<file path="config.mk">
export PLATFORM = sky130hd
export DESIGN_NAME = pixel_frame_reader_flat
export DESIGN_NICKNAME = d
export VERILOG_FILES = /design/src/rtl/frame_pkg.sv /design/src/rtl/pixel_frame_reader_if.sv /design/src/rtl/pixel_frame_reader.sv /design/src/flat_wrapper.sv
export SDC_FILE = /design/constraint.sdc
export NUM_CORES = 1
export LEC_CHECK = 0
export ABC_CLOCK_PERIOD_IN_PS = 2300
export CELL_PAD_IN_SITES_DETAIL_PLACEMENT = 1
export CELL_PAD_IN_SITES_GLOBAL_PLACEMENT = 1
export CORE_ASPECT_RATIO = 2
export CORE_UTILIZATION = 38
export DETAILED_ROUTE_END_ITERATION = 6
export GPL_TIMING_DRIVEN = 0
export PLACE_DENSITY = 0.86
export SLEW_MARGIN = 10
export SYNTH_ARGS = -nofsm -noshare
export SYNTH_HDL_FRONTEND = slang
export SYNTH_SLANG_ARGS = --single-unit
</file>
<file path="constraint.sdc">
create_clock -name clk -period 2.3 [get_ports clk]
set_clock_uncertainty 0.15 [all_clocks]
set_input_delay 0.46 -clock clk [delete_from_list [all_inputs] [get_ports clk]]
set_output_delay 0.46 -clock clk [all_outputs]
set_load 0.02 [all_outputs]
</file>
<file path="src/rtl/frame_pkg.sv">
// Frame buffer constants and reader state encoding shared by the
// canny pixel packer (writer) and pixel_frame_reader.
package frame_pkg;

  localparam int         FRAME_BYTES = 5100;
  localparam logic [7:0] FRAME_HDR0  = 8'hAA;
  localparam logic [7:0] FRAME_HDR1  = 8'h55;

  typedef enum logic [2:0] {
    ST_IDLE,
    ST_HDR0,
    ST_HDR1,
    ST_RD_REQ,
    ST_RD_WAIT,
    ST_SEND,
    ST_CSUM,
    ST_DONE
  } reader_state_t;

  // A 1-entry buffer still needs a 1-bit address.
  function automatic int addr_width(input int depth);
    return (depth > 1) ? $clog2(depth) : 1;
  endfunction

endpackage

</file>
<file path="src/rtl/pixel_frame_reader_if.sv">
// Frame buffer read port plus the byte stream towards the UART transmitter.
// tx stream: a byte moves on a clk edge where tx_valid & tx_ready; once raised,
// tx_valid stays high and tx_data stays stable until that transfer happens.
interface pixel_frame_reader_if #(
  parameter int ADDR_W = 13
);
  logic              rEn;
  logic [ADDR_W-1:0] rAddr;
  logic [7:0]        rData;
  logic [7:0]        tx_data;
  logic              tx_valid;
  logic              tx_ready;

  modport master (
    output rEn, rAddr, tx_data, tx_valid,
    input  rData, tx_ready
  );

  modport slave (
    input  rEn, rAddr, tx_data, tx_valid,
    output rData, tx_ready
  );
endinterface

</file>
<file path="src/rtl/pixel_frame_reader.sv">
// Streams the packed edge frame buffer to the UART as one packet:
// HDR0, HDR1, DEPTH data bytes in address order, XOR checksum of the data bytes.
module pixel_frame_reader
  import frame_pkg::*;
#(
  parameter int         DEPTH  = FRAME_BYTES,
  parameter int         ADDR_W = addr_width(DEPTH),
  parameter logic [7:0] HDR0   = FRAME_HDR0,
  parameter logic [7:0] HDR1   = FRAME_HDR1
) (
  input  logic          clk,
  input  logic          reset,
  input  logic          start,
  pixel_frame_reader_if.master bus,
  output logic          busy,
  output logic          done,
  output reader_state_t state
);

  localparam logic [ADDR_W-1:0] LAST_ADDR = ADDR_W'(DEPTH - 1);

  reader_state_t     state_q;
  reader_state_t     state_d;
  logic [ADDR_W-1:0] raddr_q;
  logic [7:0]        tx_data_q;
  logic [7:0]        csum_q;
  logic              tx_valid;
  logic              xfer;
  logic              last;

  // tx_valid is a pure state decode, so xfer never loops back into tx_valid.
  assign xfer = tx_valid & bus.tx_ready;
  assign last = (raddr_q == LAST_ADDR);

  always_ff @(posedge clk) begin
    if (reset) state_q <= ST_IDLE;
    else       state_q <= state_d;
  end

  always_comb begin
    state_d = state_q;
    case (state_q)
      ST_IDLE:    if (start) state_d = ST_HDR0;
      ST_HDR0:    if (xfer)  state_d = ST_HDR1;
      ST_HDR1:    if (xfer)  state_d = ST_RD_REQ;
      ST_RD_REQ:             state_d = ST_RD_WAIT;
      ST_RD_WAIT:            state_d = ST_SEND;
      ST_SEND:    if (xfer)  state_d = last ? ST_CSUM : ST_RD_REQ;
      ST_CSUM:    if (xfer)  state_d = ST_DONE;
      ST_DONE:               state_d = ST_IDLE;
      default:               state_d = ST_IDLE;
    endcase
  end

  always_comb begin
    tx_valid = 1'b0;
    bus.rEn  = 1'b0;
    busy     = (state_q != ST_IDLE);
    done     = (state_q == ST_DONE);
    case (state_q)
      ST_HDR0, ST_HDR1, ST_SEND, ST_CSUM: tx_valid = 1'b1;
      ST_RD_REQ:                          bus.rEn  = 1'b1;
      default: ;
    endcase
  end

  // Address counter, outgoing byte and running checksum.
  always_ff @(posedge clk) begin
    if (reset) begin
      raddr_q   <= '0;
      tx_data_q <= '0;
      csum_q    <= '0;
    end else begin
      case (state_q)
        ST_IDLE: begin
          if (start) begin
            raddr_q   <= '0;
            csum_q    <= '0;
            tx_data_q <= HDR0;
          end
        end
        ST_HDR0: if (xfer) tx_data_q <= HDR1;
        ST_RD_WAIT: begin
          tx_data_q <= bus.rData;
          csum_q    <= csum_q ^ bus.rData;
        end
        ST_SEND: begin
          if (xfer) begin
            if (last) tx_data_q <= csum_q;
            else      raddr_q   <= raddr_q + 1'b1;
          end
        end
        ST_DONE: raddr_q <= '0;
        default: ;
      endcase
    end
  end

  assign bus.rAddr    = raddr_q;
  assign bus.tx_data  = tx_data_q;
  assign bus.tx_valid = tx_valid;
  assign state        = state_q;

endmodule

</file>
<file path="src/flat_wrapper.sv">
// flat-port wrapper written by rule: the top's interface ports become plain ports
module pixel_frame_reader_flat import frame_pkg::*;
#(
  parameter int         DEPTH  = FRAME_BYTES,
  parameter int         ADDR_W = addr_width(DEPTH),
  parameter logic [7:0] HDR0   = FRAME_HDR0,
  parameter logic [7:0] HDR1   = FRAME_HDR1
)
  (clk, reset, start, busy, done, state, bus_rEn, bus_rAddr, bus_tx_data, bus_tx_valid, bus_rData, bus_tx_ready);
  pixel_frame_reader_if #(.ADDR_W(ADDR_W)) bus_i ();
  input  logic clk;
  input  logic reset;
  input  logic start;
  output logic busy;
  output logic done;
  output reader_state_t state;
  output wire logic [$bits(bus_i.rEn)-1:0] bus_rEn;
  output wire logic [$bits(bus_i.rAddr)-1:0] bus_rAddr;
  output wire logic [$bits(bus_i.tx_data)-1:0] bus_tx_data;
  output wire logic [$bits(bus_i.tx_valid)-1:0] bus_tx_valid;
  input wire logic [$bits(bus_i.rData)-1:0] bus_rData;
  input wire logic [$bits(bus_i.tx_ready)-1:0] bus_tx_ready;
  assign bus_rEn = bus_i.rEn;
  assign bus_rAddr = bus_i.rAddr;
  assign bus_tx_data = bus_i.tx_data;
  assign bus_tx_valid = bus_i.tx_valid;
  assign bus_i.rData = bus_rData;
  assign bus_i.tx_ready = bus_tx_ready;
  pixel_frame_reader #(.DEPTH(DEPTH), .ADDR_W(ADDR_W), .HDR0(HDR0), .HDR1(HDR1)) u_core (.clk(clk), .reset(reset), .start(start), .bus(bus_i), .busy(busy), .done(done), .state(state));
endmodule
</file>
* After elaboration in Yosys (flattened, before gate mapping)
Cells that the tools add are included.
** Storage, ports and cells
- Memory bits (read-only) :: 0
- RAM bits :: 0
- Input port bits :: 12
- Memories :: 0
- Register bits :: 32
- Latch bits :: 0
** Cells by class
- Divide/modulo/power cells :: 0
- Shift operators :: 0
- Reduce and logical (&&, ||, !) cells :: 10
- Bitwise logic cells :: 2
- Magnitude comparators :: 0
- Muxes and demuxes :: 20
- $add $sub $neg :: 1
- Multiply operators :: 0
- Equality and inequality tests :: 15
** Operator list (number)
- 2-to-1 mux 8 bit :: 5
- 2-to-1 mux 13 bit :: 3
- one-hot mux 13 bit (3 select lines) :: 1
- one-hot mux 8 bit (4 select lines) :: 1
- one-hot mux 3 bit (8 select lines) :: 1
- 2-to-1 mux 3 bit :: 6
- one-hot mux 8 bit (2 select lines) :: 1
- adder 13 x 1 -> 13 bit (second input constant) :: 1
- equality test 13 bit (second input constant) :: 1
- equality test 3 bit (second input constant) :: 4
- inequality test 2 x 1 -> 1 bit (second input constant) :: 5
- AND reduction 5 bit :: 2
- XOR 8 bit :: 1
- equality test 3 x 2 -> 1 bit (second input constant) :: 2
- nonzero test 3 bit :: 2
- inequality test 2 bit (second input constant) :: 2
- AND reduction 4 bit :: 1
- nonzero test 4 bit :: 1
- OR reduction 4 bit :: 1
- equality test 3 x 1 -> 1 bit (second input constant) :: 1
- logical NOT 3 bit :: 1
- 2-to-1 mux 1 bit :: 2
- AND reduction 2 bit :: 1
- nonzero test 2 bit :: 1
- AND 1 bit :: 1

* Depth between registers and ports, before layout
Gate-level depths: netlist of run 1.
- Word-level depth :: 6
- Gate-level depth with buffers :: 8
- Gate-level depth less buffers :: 6

* Worst setup path before layout of run 1
OpenSTA, ideal clock, no wires.
- Path kind :: reg-to-reg
- Start :: register u_core.state_q[0], in the netlist u_core.state[0]
- End :: register u_core.raddr_q[12], in the netlist u_core.bus.rAddr[12]
- Slack :: -0.137 ns
- Setup time :: 0.070 ns
- Arrival :: 2.216 ns
- Stages on the path, launching flop included :: 8
- Data required time :: 2.080 ns
- Cell sequence :: dfxtp_1 -> inv_1 -> ha_1 -> buf_4 -> nand4_2 -> a31o_4 -> or4_1 -> a21oi_1
** On the way
- Longest elaborated chain between the ends :: 6
** Ends and longest elaborated chain
- start, declared :: RTL line pixel_frame_reader.sv:22 : reader_state_t state_q;
- start signal, assigned :: RTL line pixel_frame_reader.sv:37 : else state_q <= state_d;
- equality test 3 x 2 -> 1 bit, or another cell as far along :: RTL line pixel_frame_reader.sv:60 : case (state_q)
- OR reduction 4 bit (*) :: RTL line pixel_frame_reader.sv:60
- 2-to-1 mux 1 bit (*) :: RTL line pixel_frame_reader.sv:60
- named net bus_tx_valid :: RTL line flat_wrapper.sv:20 : output wire logic [$bits(bus_i.tx_valid)-1:0] bus_tx_valid;
- AND 1 bit (*) :: RTL line pixel_frame_reader.sv:32 : assign xfer = tx_valid & bus.tx_ready;
- inequality test 2 x 1 -> 1 bit (no line) (*)
- AND reduction 4 bit (no line) (*)
- end signal, assigned :: RTL line pixel_frame_reader.sv:90 : else raddr_q <= raddr_q + 1'b1;
- end, declared :: RTL line pixel_frame_reader.sv:24 : logic [ADDR_W-1:0] raddr_q;
The timed path passes the listed nets; every way through them passes the cells marked *.
A chain may end at the register's enable or synchronous reset.

* Final worst setup path of run 1
- Start :: register u_core.state_q[0], in the netlist u_core.state[0]
- End :: register u_core.raddr_q[12], in the netlist u_core.bus.rAddr[12]
** On the way
- Longest elaborated chain between the ends :: 6
** Ends and longest elaborated chain (RTL line)
- equality test 3 x 2 -> 1 bit, or another cell as far along :: pixel_frame_reader.sv:60
- OR reduction 4 bit :: pixel_frame_reader.sv:60
- 2-to-1 mux 1 bit :: pixel_frame_reader.sv:60
- AND 1 bit :: pixel_frame_reader.sv:32
- inequality test 2 x 1 -> 1 bit (no line)
- AND reduction 4 bit (no line)
Several ways; a longest one is shown, not always the timed one.

==> results of run 1 <==
[final cells by class]
class,count,area share
clock inverter,1,0.00202
buffer,14,0.0373
timing repair buffer,39,0.157
clock buffer,6,0.0292
tap,57,0.0287
inverter,10,0.0151
multi-input combinational,165,0.470
sequential,32,0.260
[cell usage after synthesis, types with 5 or more instances]
cell,instances
a22oi_1,12
nor2_1,16
nor2b_1,5
a21oi_1,17
nand4b_1,5
inv_1,10
dfxtp_1,32
mux2i_1,8
nand2_1,19
o21ai_0,8
nand2b_1,5
clkbuf_1,7
ha_1,5
[worst reg2reg max path, delay by kind of cell (launching register included)]
family	cells	cell delay [ns]
AND/OR/NAND/NOR	2	0.63
AO/OA/AOI/OAI	2	0.43
flip-flops	1	0.37
adder cells (fa/ha/maj)	1	0.32
buffers and inverters	2	0.24
[per-layer routing]
layer / vias to the layer above / routed length [um]
met5: - / 0
met4: 0 / 91
met3: 8 / 104
met2: 31 / 3470
met1: 927 / 2100
li1: 909 / -
[cells by family after synthesis]
kind of cell,synth area share
xor gates and xnor gates,0.00462
buffers and inverters,0.0600
muxes,0.0738
DFF,0.338
AOI/OAI and AO/OA,0.230
and+or+nand+nor,0.261
adders and majority gates,0.0330
[path summary, 6_finish.rpt]
kind	cells after the start	slack [ns]	to
hold / removal	2	0.34	u_core.bus.tx_data[2]$_SDFFE_PP0P_
hold reg to reg	2	0.34	u_core.bus.tx_data[2]$_SDFFE_PP0P_
setup reg to reg	7	0.09	u_core.bus.rAddr[12]$_SDFFE_PP0P_
setup / recovery	7	0.09	u_core.bus.rAddr[12]$_SDFFE_PP0P_
[what timing repair did]
action | 4_1_cts | 5_1_grt
hold buffers | 0 | 0
pin swaps | 0 | 1
setup endpoints to repair | 4 | 20
resized for setup | 10 | 9
setup buffers | 0 | 2
[power by group through the flow]
stage	combinational (mW)	clock, mW	sequential, mW
after floorplan	0.645	0	0.794
after global placement	1.12	0	0.702
after detailed placement	1.13	0	0.707
after CTS	1.15	0.433	0.696
after global routing	1.25	0.450	0.703
final	1.16	0.424	0.696
[stage by stage]
step,area [sq um],cells
floorplan,1900,221
global placement,2340,315
detailed placement,2340,315
CTS,2440,322
global route,2480,324
finish,2480,324
[state kept, by name, indices dropped and copies added, names as in the netlist]
name and flops:
u_core.bus.rAddr 13, u_core.bus.tx_data 8, u_core.csum_q 8, u_core.state 3
==> impl_metrics.tcl, run 1 <==
set metrics [dict create \
    synth_nets 238 \
    multi_input_area_sq_um 1170 \
    finalMaxSlewViolations 0 \
    p_sw_uw 925 \
    grt_max_degree 11 \
    slew_headroom 0.486 \
    fp.coreArea_sq_um 4820 \
    hold_viol_final 0 \
    dieArea_sq_um 5300 \
    antenna_found_initial 0 \
    finalCriticalPeriod_ns 2.21 \
    use_met3 0.0313 \
    fin_total_pwr_mw 2.28 \
    detail_route.wl_per_cell_um 17.8 \
    floorplan.initialDensity 0.394 \
    swShare 0.405 \
    num-fill-cells 572 \
    utilization 0.515 \
    route.detailed.drc 0 \
    use_met2 0.477 \
    port_buffers 37 \
    area_delta_synth_final_pct 30.7 \
    p_leak_nw 0.919 \
    pre_cts_ws_ns -0.617 \
    seqCellArea_sq_um 644 \
    outcome "completed" \
    path_cells "inv_1 -> ha_2 -> buf_4 -> nand4_4 -> a31o_4 -> or4_1 -> a21oi_1" \
    synth_warnings 0 \
    ys_ff_latch 32 \
    cts_root_buf "clkbuf_8" \
    intPower_mw 1.36 \
    worst_path_max_delay_cell "or4_1" \
    hold_ws_ns 0.336 \
    place_congestion 0.859 \
    rows 36 \
    grt_pass1_wl_mm 9.18 \
    power.density_nw_per_um2 920 \
    synth_area_sq_um 1900 \
    synthCells 221 \
    synth-edff-count 0 \
    worst_setup_path_end_kind "register" \
    num_vias 1875 \
    final_layout_size_suffix_gt1_frac 0.139 \
    finalNetCount 284 \
    crit_required_ns 2.37 \
    reg2reg_from "u_core.state[0]$_SDFFE_PP0P_" \
    first_pass_iters 4 \
    worst_pin_slew_ns 0.766 \
    ys_top_cells_by_area "dfxtp_1, a22oi_1, a21oi_1" \
    cts.sinks 32 \
    path_class "register to register" \
    ys_async_sr_fraction 0 \
    htree_num_levels 2 \
    die_h_um 102 \
    grt_usage 0.235 \
    cts-buffers-inserted 5 \
    crit_fanout 9 \
    path_buf_inv 2 \
    crit_start "u_core.state[0]$_SDFFE_PP0P_" \
    path_delay_family "simple AND/OR/NAND/NOR gates" \
    routed_wl_mm 5.76 \
    fmax_ghz 0.452 \
    synthDominantCellAreaShare 0.338 \
    yosysSeqAreaShare 0.338 \
    start_kind "register" \
    grt-ovfl-total 0 \
    arrival_ns 2.28 \
    clk_latency_ns 0.29 \
    hold_start "u_core.bus.tx_data[2]$_SDFFE_PP0P_" \
    setup_slack_ns 0.0892 \
    diodes 0 \
    cts_tree "yes" \
    cts_buffer_depth 2 \
    die_w_um 52.0 \
    slowest_delay_ns 0.46 \
    timing.final.crit_share 0.961 \
    post-dp-hpwl_mm 4.20 \
    synth_top_area_cell "dfxtp_1" \
    maxCapViolCount 0 \
    mostFrequentLayoutCells "clkdlybuf4s50_1, dfxtp_1, nand2_1" \
    avgSynthCellArea_sq_um 8.59 \
    viasPerCell 5.79 \
    combinationalPowerShare 0.509 \
    io-pin-count 40 \
    clk_pin_slew_ns 0.07 \
    hold_path_class "register to register" \
    postRouteAntennaNets 0 \
    yosysUniqueCellTypes 50 \
    ir_drop_uv 640 \
    use_met1 0.220 \
    top_usage_layer "met2" \
    setup-violations-final 0 \
    initialDrtViolationCount 38 \
    seq_power_share 0.305 \
    fin_setup_tns_ns 0 \
    synthFlopType "dfxtp_1" \
    grt_pass1_vias 1925 \
    clock_power_share 0.186 \
    final_common_cell "clkdlybuf4s50_1" \
]
Power figures use the tool's default switching activity.
==> inputs of run 2 (changes only) <==
--- a/config.mk
+++ b/config.mk
@@ -6,10 +6,12 @@
 export NUM_CORES = 1
 export LEC_CHECK = 0
 export ABC_CLOCK_PERIOD_IN_PS = 2300
+export CAP_MARGIN = 15
 export CELL_PAD_IN_SITES_DETAIL_PLACEMENT = 1
 export CELL_PAD_IN_SITES_GLOBAL_PLACEMENT = 1
 export CORE_ASPECT_RATIO = 2
 export CORE_UTILIZATION = 38
+export CTS_CLUSTER_SIZE = 16
 export DETAILED_ROUTE_END_ITERATION = 6
 export GPL_TIMING_DRIVEN = 0
 export PLACE_DENSITY = 0.86
==> constraint.sdc (replaced) <==
create_clock -name clk -period 2.3 [get_ports clk]
set_clock_uncertainty 0.15 [all_clocks]
set_input_delay 0.69 -clock clk [delete_from_list [all_inputs] [get_ports clk]]
set_output_delay 0.69 -clock clk [all_outputs]
set_load 0.02 [all_outputs]
==> run 2 against run 1 <==
  * Utilization up 0.21 points
  * Clock power is 8.7% higher
  * Cell area is 0.40% higher
  * Wire length down 4.9%
  * Setup slack lost 0.039 ns
  * Sequential share of layout area about the same
  * Register-to-register slack got worse by 0.02 ns
==> impl_metrics.tcl, run 2 (synthesis results as in run 1) <==
set metrics [dict create \
    postCtsHoldBufs 0 \
    final_layout_size_suffix_gt1_frac 0.146 \
    slew_headroom 0.547 \
    fmax_ghz 0.444 \
    wl_met2_mm 3.22 \
    initialDrtViolationCount 15 \
    port_buffers 37 \
    utilization 0.517 \
    final_cell_area_sq_um 2490 \
    first_pass_iters 4 \
    diodes 0 \
    hold_ws_ns 0.327 \
    cts_root_buf "clkbuf_8" \
    finalNetCount 283 \
    crit_required_ns 1.46 \
    hold_path_class "register to register" \
    htree_num_levels 2 \
    final_cells 324 \
    area_delta_synth_final_pct 31.2 \
    outcome "completed" \
    cts_tree "yes" \
    postRouteAntennaNets 0 \
    detail_route.wl_per_cell_um 16.9 \
    p_leak_nw 0.915 \
    intPower_mw 1.38 \
    crit_start "u_core.state[0]$_SDFFE_PP0P_" \
    timing.final.crit_share 0.978 \
    post-dp-hpwl_mm 4.10 \
    final_common_cell "clkdlybuf4s50_1" \
    mostFrequentLayoutCells "clkdlybuf4s50_1, dfxtp_1, nand2_1" \
    route.detailed.drc 0 \
    num_vias 1866 \
    hold_viol_final 0 \
    place_congestion 0.899 \
    cts_buffer_depth 2 \
    setup-violations-final 0 \
    p_sw_uw 908 \
    dp.cells 315 \
    hold_start "u_core.bus.tx_data[2]$_SDFFE_PP0P_" \
    clock_power_share 0.202 \
    path_class "register to primary output" \
    worst_pin_slew_ns 0.675 \
    setup_slack_ns 0.0501 \
    io-pin-count 40 \
    seq_power_share 0.302 \
    start_kind "register" \
    ir_drop_uv 586 \
    cts-buffers-inserted 5 \
    fin_setup_tns_ns 0 \
    largest_reg_flops 13 \
    clk_pin_slew_ns 0.07 \
    finalCriticalPeriod_ns 2.25 \
    crit_fanout 5 \
    antenna_found_initial 0 \
    floorplan.initialDensity 0.394 \
    m1WireLength_mm 2.03 \
    topRoutingLayerUsed "met4" \
    fin_total_pwr_mw 2.29 \
    num-fill-cells 566 \
    grt_pass1_wl_mm 8.78 \
    maxCapViolCount 0 \
    seqCellArea_sq_um 647 \
    multi_input_area_sq_um 1160 \
    rows 36 \
    routed_wl_mm 5.48 \
    combinationalPowerShare 0.497 \
    grt_pass1_vias 1868 \
    arrival_ns 1.41 \
    pre_cts_ws_ns -0.624 \
    die_w_um 52.0 \
    grt-ovfl-total 0 \
    viasPerCell 5.76 \
    reg2reg_from "u_core.state[0]$_SDFFE_PP0P_" \
    route.met3.wl_um 119 \
    clk_latency_ns 0.29 \
    swShare 0.397 \
    grt_usage 0.224 \
    grt_max_degree 11 \
    post_dp_cell_area_sq_um 2340 \
    cts.sinks 32 \
    rsz0062_at_grt "yes" \
    worst_setup_path_end_kind "primary output" \
    die_h_um 102 \
    finalMaxSlewViolations 0 \
    power.density_nw_per_um2 919 \
    fp.coreArea_sq_um 4820 \
    dieArea_sq_um 5300 \
]
## run 2: cell types whose count changed in the layout (fill, tap and decap cells not counted), sizes merged
cell	before	now
clkbuf	12	14
buf	10	9
clkdlybuf4s50	33	32
clkinv	1	2
dlymetal6s2s	2	1
## run 2: power by group through the flow
stage,clock (mW),combinational [mW],sequential (mW)
final,0.461,1.14,0.690
after global routing,0.495,1.22,0.701
after CTS,0.473,1.14,0.691
after detailed placement,0,1.12,0.704
after global placement,0,1.11,0.701
after floorplan,0,0.641,0.794
## run 2: routing by layer
metal,vias to the layer above,track usage
met5,-,0
met1,912,0.217
li1,913,-
met3,9,0.0313
met2,32,0.441
met4,0,0.0956
## run 2: timing repair
item | 4_1_cts | 5_1_grt
endpoints found under the setup margin | 5 | 21
gates cloned | 0 | 0
gates resized for setup | 20 | 7
pin swaps | 1 | 2
setup buffers | 1 | 1
## run 2: area by class of cell
class                      count  area share
clock inverter                 2     0.00402
sequential                    32       0.260
multi-input combinational    165       0.465
timing repair buffer          39       0.157
buffer                        13      0.0382
tap                           57      0.0286
clock buffer                   6      0.0331
inverter                      10      0.0151
## run 2: critical path: stages (launching register included)
cell	delay (ns)
dfxtp_2	0.37
ha_2	0.26
nor2b_2	0.21
clkdlybuf4s15_2	0.28
## run 2: final timing paths
path / end / slack, ns / depth (start not counted)
worst max register to register: u_core.bus.rAddr[12]$_SDFFE_PP0P_ / 0.07 / 7
worst min register to register: u_core.bus.tx_data[2]$_SDFFE_PP0P_ / 0.33 / 2
worst max-delay path: bus_rEn / 0.05 / 3
worst min-delay path: u_core.bus.tx_data[2]$_SDFFE_PP0P_ / 0.33 / 2
